**config.mk**
```make
export PLATFORM = sky130hd
export DESIGN_NAME = sram_1r1w_pipelined
export DESIGN_NICKNAME = d
export VERILOG_FILES = /design/src/rtl/sram_1r1w_pipelined.sv
export SDC_FILE = /design/constraint.sdc
export NUM_CORES = 2
export LEC_CHECK = 0
export CORE_UTILIZATION = 50
export CTS_BUF_LIST = sky130_fd_sc_hd__clkbuf_8
export DETAILED_ROUTE_END_ITERATION = 8
export PLACE_DENSITY = 0.71
export SLEW_MARGIN = 20
export SYNTH_ARGS = -nofsm -noshare
export SYNTH_HDL_FRONTEND = slang
export SYNTH_SLANG_ARGS = --single-unit
export TNS_END_PERCENT = 30
```
**constraint.sdc**
```tcl
create_clock -name clk -period 5.4 [get_ports clk]
set_input_delay 0.81 -clock clk [delete_from_list [all_inputs] [get_ports clk]]
set_output_delay 0.81 -clock clk [all_outputs]
set_load 0.05 [all_outputs]
```
**src/rtl/sram_1r1w_pipelined.sv**
```systemverilog
// Single-clock 1R1W tile memory with byte write mask, pipelined read latency,
// same-address write bypass and a post-reset clear sequencer.
module sram_1r1w_pipelined #(
   parameter int unsigned DATA_WIDTH     = 32,
   parameter int unsigned DEPTH          = 64,
   parameter int unsigned ADDR_WIDTH     = $clog2(DEPTH),
   parameter int unsigned READ_LATENCY   = 1,
   parameter bit          WR_BYPASS      = 1'b1,
   parameter bit          CLEAR_ON_RESET = 1'b1
) (
   input  logic                    clk,
   input  logic                    rst,
   input  logic                    w_csb,
   input  logic [ADDR_WIDTH-1:0]   w_addr,
   input  logic [DATA_WIDTH-1:0]   w_din,
   input  logic [DATA_WIDTH/8-1:0] w_mask,
   input  logic                    r_csb,
   input  logic [ADDR_WIDTH-1:0]   r_addr,
   output logic [DATA_WIDTH-1:0]   r_dout,
   output logic                    r_valid,
   output logic                    r_collision,
   output logic                    busy
);

   localparam int unsigned NumBytes = DATA_WIDTH / 8;
   localparam int Lat = int'(READ_LATENCY);
   localparam logic [ADDR_WIDTH:0]   DepthExt = (ADDR_WIDTH + 1)'(DEPTH);
   localparam logic [ADDR_WIDTH-1:0] LastAddr = ADDR_WIDTH'(DEPTH - 1);

   typedef enum logic [0:0] {StClear, StReady} state_e;

   state_e                  state_q;
   logic                    busy_q;
   logic [ADDR_WIDTH-1:0]   clr_ptr_q;
   logic [DATA_WIDTH-1:0]   mem_q [DEPTH];

   logic [Lat-1:0]          pv_q;
   logic [Lat-1:0]          pc_q;
   logic [DATA_WIDTH-1:0]   pd_q [Lat];

   logic                    w_in_range;
   logic                    r_in_range;
   logic                    wr_en;
   logic                    rd_en;
   logic                    collide;
   logic [DATA_WIDTH-1:0]   rd_old;
   logic [DATA_WIDTH-1:0]   wr_merged;
   logic [DATA_WIDTH-1:0]   rd_data;

   always_comb begin
      w_in_range = {1'b0, w_addr} < DepthExt;
      r_in_range = {1'b0, r_addr} < DepthExt;
      wr_en      = (state_q == StReady) && !w_csb && w_in_range && !rst;
      rd_en      = (state_q == StReady) && !r_csb && !rst;
      collide    = wr_en && rd_en && (w_addr == r_addr);
      // Out-of-range reads return zero rather than an undefined array element
      rd_old     = r_in_range ? mem_q[r_addr] : '0;
      wr_merged  = rd_old;
      for (int b = 0; b < int'(NumBytes); b++) begin
         if (w_mask[b]) wr_merged[8*b +: 8] = w_din[8*b +: 8];
      end
      rd_data    = (collide && WR_BYPASS) ? wr_merged : rd_old;
   end

   always_ff @(posedge clk) begin
      if (rst) begin
         state_q   <= CLEAR_ON_RESET ? StClear : StReady;
         busy_q    <= CLEAR_ON_RESET;
         clr_ptr_q <= '0;
      end else if (state_q == StClear) begin
         clr_ptr_q <= clr_ptr_q + ADDR_WIDTH'(1);
         if (clr_ptr_q == LastAddr) begin
            state_q <= StReady;
            busy_q  <= 1'b0;
         end
      end
   end

   always_ff @(posedge clk) begin
      if (!rst) begin
         if (state_q == StClear) begin
            mem_q[clr_ptr_q] <= '0;
         end else if (wr_en) begin
            for (int b = 0; b < int'(NumBytes); b++) begin
               if (w_mask[b]) mem_q[w_addr][8*b +: 8] <= w_din[8*b +: 8];
            end
         end
      end
   end

   // Last stage only loads on a valid read so r_dout holds between pulses
   always_ff @(posedge clk) begin
      if (rst) begin
         pv_q <= '0;
         pc_q <= '0;
         for (int i = 0; i < Lat; i++) pd_q[i] <= '0;
      end else begin
         pv_q[0] <= rd_en;
         pc_q[0] <= collide;
         if (Lat > 1 || rd_en) pd_q[0] <= rd_data;
         for (int i = 1; i < Lat; i++) begin
            pv_q[i] <= pv_q[i-1];
            pc_q[i] <= pc_q[i-1];
            if (i < Lat - 1 || pv_q[i-1]) pd_q[i] <= pd_q[i-1];
         end
      end
   end

   always_comb begin
      r_dout      = pd_q[Lat-1];
      r_valid     = pv_q[Lat-1];
      r_collision = pc_q[Lat-1];
      busy        = busy_q;
   end

endmodule
```
Word level (Yosys, flattened, before mapping) --
Memories as Yosys holds them, arrays and structs flattened. Cells that the tools add are included.
Storage, ports and cells: output and inout bits 35, memories 2, logic and storage cells 63, bits of input ports 52, RAM bits 2080, register bits 10
Cells by class: add/sub/neg operators 1, reductions and logical operators 12, bitwise operators 1, equal/unequal tests 2, mux-type cells 40
Memory list:
- mem_q | words 64, width 32, rd ports 1, clocked after Yosys merged registers in 0, write ports 1, RTL line 35 | logic [DATA_WIDTH-1:0] mem_q [DEPTH];
- pd_q | words 1, width 32, rd ports 1, clocked after Yosys merged registers in 0, write ports 1, RTL line 39 | logic [DATA_WIDTH-1:0] pd_q [Lat];
Operators with widths (number):
- $mux 32 | 3
- $reduce_or 32->1 | 2
- $mux 8 | 4
- $mux 1 | 31
- $add 6x1->6 const B | 1
- $eq 6x6->1 | 1
- $eq 6x6->1 const B | 1
- $logic_and 1x1->1 | 6
- $mux 6 | 1
- $mux 4 | 1
- $logic_not 1->1 | 3
- $reduce_and 2->1 | 1
- $not 1->1 | 1

Depth between registers and ports, before layout --
word-level depth 9, gate-level depth with buffers 11, mapped depth without buffers 8

Worst setup path after synthesis --
No wires, ideal clock.
path kind input to register, start point input port r_addr[1], end point memory pd_q[0][25], data pin, slack 2.366 ns, setup time 0.271 ns, stages on the path 8, required time 5.129 ns, path buffers 4, data arrival time 2.763 ns, path through buf_4 buf_4 buf_2 buf_1 mux4_2 mux4_2 o2111ai_1 o211ai_1
On the way: longest elaborated chain between the ends 4, elaborated cells between the ends (all ways) 6, classes of those cells eq/ne (1); mux (3); reduce/logical (1); memory (1)
Ends and longest elaborated chain:
- start, declared | RTL line 18 | input logic [ADDR_WIDTH-1:0] r_addr,
- $mem_v2 64x32 / $eq 6x6->1 (equally long branches)
- $mux 8 / $logic_and 1x1->1 (equally long branches) | RTL line 60, 55
- $mux 32 (*) | RTL line 62 | rd_data = (collide && WR_BYPASS) ? wr_merged : rd_old;
- $mux 32 (no line) (*)
- end, declared | RTL line 39
Every way passes the cells marked *; elsewhere a longest branch is shown, timed or not.

Final worst setup path --
start point register state_q, end point memory mem_q[49][23], enable pin
On the way: longest elaborated chain between the ends 8, elaborated cells between the ends (all ways) 24, classes of those cells mux (21); reduce/logical (3)
Ends and longest elaborated chain:
- start, declared | RTL line 32 | state_e state_q;
- start signal, assigned | RTL line 67 | state_q <= CLEAR_ON_RESET ? StClear : StReady;
- start signal, assigned | RTL line 73 | state_q <= StReady;
- $logic_and 1x1->1 (2 in series) | RTL line 53 | wr_en = (state_q == StReady) && !w_csb && w_in_range && !rst;
- $mux 1 | RTL line 83 | end else if (wr_en) begin
- $mux 1 | RTL line 81 | if (state_q == StClear) begin
- $mux 1 | RTL line 80 | if (!rst) begin
- $mux 1 (not written as such) | RTL line 85 | if (w_mask[b]) mem_q[w_addr][8*b +: 8] <= w_din[8*b +: 8];
- $reduce_or 32->1 (no line)
- $mux 6 (no line) / $mux 4 (equally long branches)
- end, declared | RTL line 35
Several ways; a longest one is shown, not always the timed one.

==> results_dict.tcl <==
set metrics [dict create \
    drtPass1Iterations 6 \
    postCtsSetupBuffers 0 \
    rsz0062_at_grt "no" \
    drive_above_1_share 0.2680 \
    synthCells 3938 \
    fillers 11569 \
    syn_nets 3991 \
    htreeDepth 5 \
    clk_latency_ns 1.03 \
    cts_root_buffer "clkbuf_8" \
    critPathArrivalTime_ns 4.94 \
    synth_area_mm2 0.08166 \
    cpMaxStageDelayCell "nor3_2" \
    num_vias 42638 \
    final_antenna_net_count 0 \
    max-slew-margin-rel 0.1592 \
    max_stage_delay_ns 0.68 \
    end_kind "flip-flop" \
    ys.flop_type "edfxtp_1" \
    clock_sink_count 2090 \
    cp.required_ns 6.02 \
    cts-buffers-inserted 337 \
    cts_resized 0 \
    synth.avg_cell_area_um2 20.74 \
    place_congestion 0.8724 \
    synthTopCellsByArea "edfxtp_1, mux4_2, mux2i_1" \
    synthToLayoutAreaGrowth_pct 13.45 \
    synth-edff-count 2080 \
    grt_pass1_vias 42848 \
    path_class "flip-flop to flip-flop" \
    clock_path_buffers 4 \
    cts_tree "done" \
    finalCritPeriodShare 0.8001 \
    max_slew.worst_pin.slew_ns 1.259 \
    start_kind "flip-flop" \
    outcome "completed" \
    hold_buffers 0 \
    drc 0 \
    dpl_cell_area_mm2 0.08671 \
    fin_setup_tns_ns 0 \
    initial_utilization 0.5062 \
    hold_viol_final 0 \
    seqCellArea_mm2 0.06266 \
    io_buffers 86 \
    die_y_um 406.1 \
    yosysTopAreaCell "edfxtp_1" \
    synth_warnings 0 \
    irDropWorstVdd_uv 255.3 \
    coreArea_mm2 0.1613 \
    synth_top_area_frac 0.7649 \
    clock_skew_ns 0.05405 \
    cts.clk_slew.worst_paths_ns 0.07 \
    drt-initial-drc-count 5676 \
    ys_seq_area_frac 0.7674 \
    maxCapViolCount 0 \
    vias_per_cell 6.258 \
    io_pins 87 \
    fin_nets 4474 \
    synth.distinct_cells 57 \
    routed_wl_um 212400 \
    wl_per_cell_um 31.17 \
    setup_viol 0 \
    async_reset_ff_frac 0 \
    crit_path_frequent_cell "buf_4" \
    slew_viol_final 0 \
    antenna_found_initial 19 \
    cp_max_fo 19 \
    synth-seq-cells 2090 \
    grt_first_pass_wirelength_um 303900 \
    die-area_mm2 0.1649 \
    crit_chain "nand2b_1 > nor3_2 > buf_4 > nand3b_1 > o21ai_0 > nand2_1 > buf_4 > nor2_1" \
    fin_crit_ns 4.320 \
    p_total_mw 31.38 \
    grt_max_degree 87 \
    num_rows 147 \
    multiInputGateArea_mm2 0.01793 \
    max_freq_mhz 231.5 \
    final_area_mm2 0.09264 \
    cellPowerDensity_mw_per_mm2 338.7 \
    hpwl_um 135000 \
    track_usage 0.2611 \
    die_w_um 406.1 \
    overflow 0 \
    p_leak_nw 32.26 \
    hp-class "primary input to flip-flop" \
]
final cells by class:
type / count / share of cell area
multi-input combinational: 1613 / 0.1936
clock buffer: 348 / 0.05170
sequential: 2090 / 0.6764
tap: 2160 / 0.02917
timing repair buffer: 371 / 0.03667
clock inverter: 216 / 0.01201
inverter: 8 / 0.0003241
antenna: 7 / 0.0001891
state kept, by name, summed over array words and instances (netlist names):
| signal | flops |
|---|---|
| busy | 1 |
| clr_ptr_q | 6 |
| mem_q | 2048 |
| pd_q | 32 |
| r_collision | 1 |
| r_valid | 1 |
| state_q | 1 |
cell families after synthesis:
family,share of synthesized area
muxes,0.1591
DFF,0.7674
AOI/OAI and AO/OA,0.02326
and+or+nand+nor,0.03429
xor gates and xnor gates,0.001180
adders and majority gates,0.0001532
buffers and inverters,0.01468
worst paths after layout:
kind,from,to,cells past startpoint,slack [ns]
setup / recovery,state_q,mem_q[49][23],8,1.08
hold / removal,w_din[6],pd_q[0][6],3,0.55
setup reg to reg,state_q,mem_q[49][23],8,1.08
hold reg to reg,clr_ptr_q[4],clr_ptr_q[4],2,0.61
power breakdown:
part	switching, mW	internal (mW)	total [mW]
logic	0.845	0.542	1.39
registers	0.0226	17.6	17.7
clock network	5.98	6.36	12.3
layout by cell type, fill, tap and decap left out, types with 4 or more instances in the layout:
cell	n
a211oi_1	7
a21oi_1	28
a22oi_1	90
a31oi_1	10
a32oi_1	5
and2_1	11
and2_2	34
and3_1	6
buf_12	31
buf_4	255
bufinv_16	9
clkbuf_8	348
clkdlybuf4s50_1	80
clkinv_1	79
clkinv_2	33
dfxtp_1	10
diode_2	7
edfxtp_1	2080
inv_1	96
mux2_2	26
mux2i_1	202
mux4_2	474
nand2_1	114
nand2b_1	22
nand3_1	68
nand4_1	18
nor2_1	298
nor2b_1	9
nor3_1	10
o2111ai_1	5
o211ai_1	22
o21ai_0	38
o221ai_1	16
o22ai_1	31
o41ai_2	4
or4_1	5
xnor2_1	8
per-stage QoR:
stage	utilization	hold WS [ns]	worst slack [ns]	std cells
after floorplan	-	0.5223	2.366	3938
after global placement	0.5376	0.5778	0.4045	6242
after detailed placement	0.5376	0.5846	0.3006	6242
after CTS	0.5742	0.4734	1.240	6806
after global routing	0.5742	0.5298	1.013	6808
final	0.5743	0.5533	1.080	6813
cells in the mapped netlist, drive strengths merged (12+ instances only):
cell	number
nor2b	13
mux2	26
nor2	303
nand2b	22
o22ai	31
o21ai	38
a21oi	28
mux2i	202
nor3	12
edfxtp	2080
mux4	474
o221ai	16
buf	165
and2	45
o211ai	22
nand2	116
nand4	18
clkbuf	62
a22oi	90
nand3	68
worst max-delay path: cells and delay by family, from the launching register on:
family                 cells  cell delay, ns
AND/OR/NAND/NOR            5            2.26
AO/OA/AOI/OAI              1            0.15
buffers and inverters      2            0.83
flip-flops                 1            0.67
routing by layer:
layer / wire, µm / part of all wire / track usage
met4: 8443 / 0.040 / 0.1043
met1: 81060 / 0.38 / 0.3640
met2: 96610 / 0.45 / 0.3867
met3: 25970 / 0.12 / 0.07875
met5: 277 / 0.0013 / 0.006244
Power figures use the tool's default switching activity.
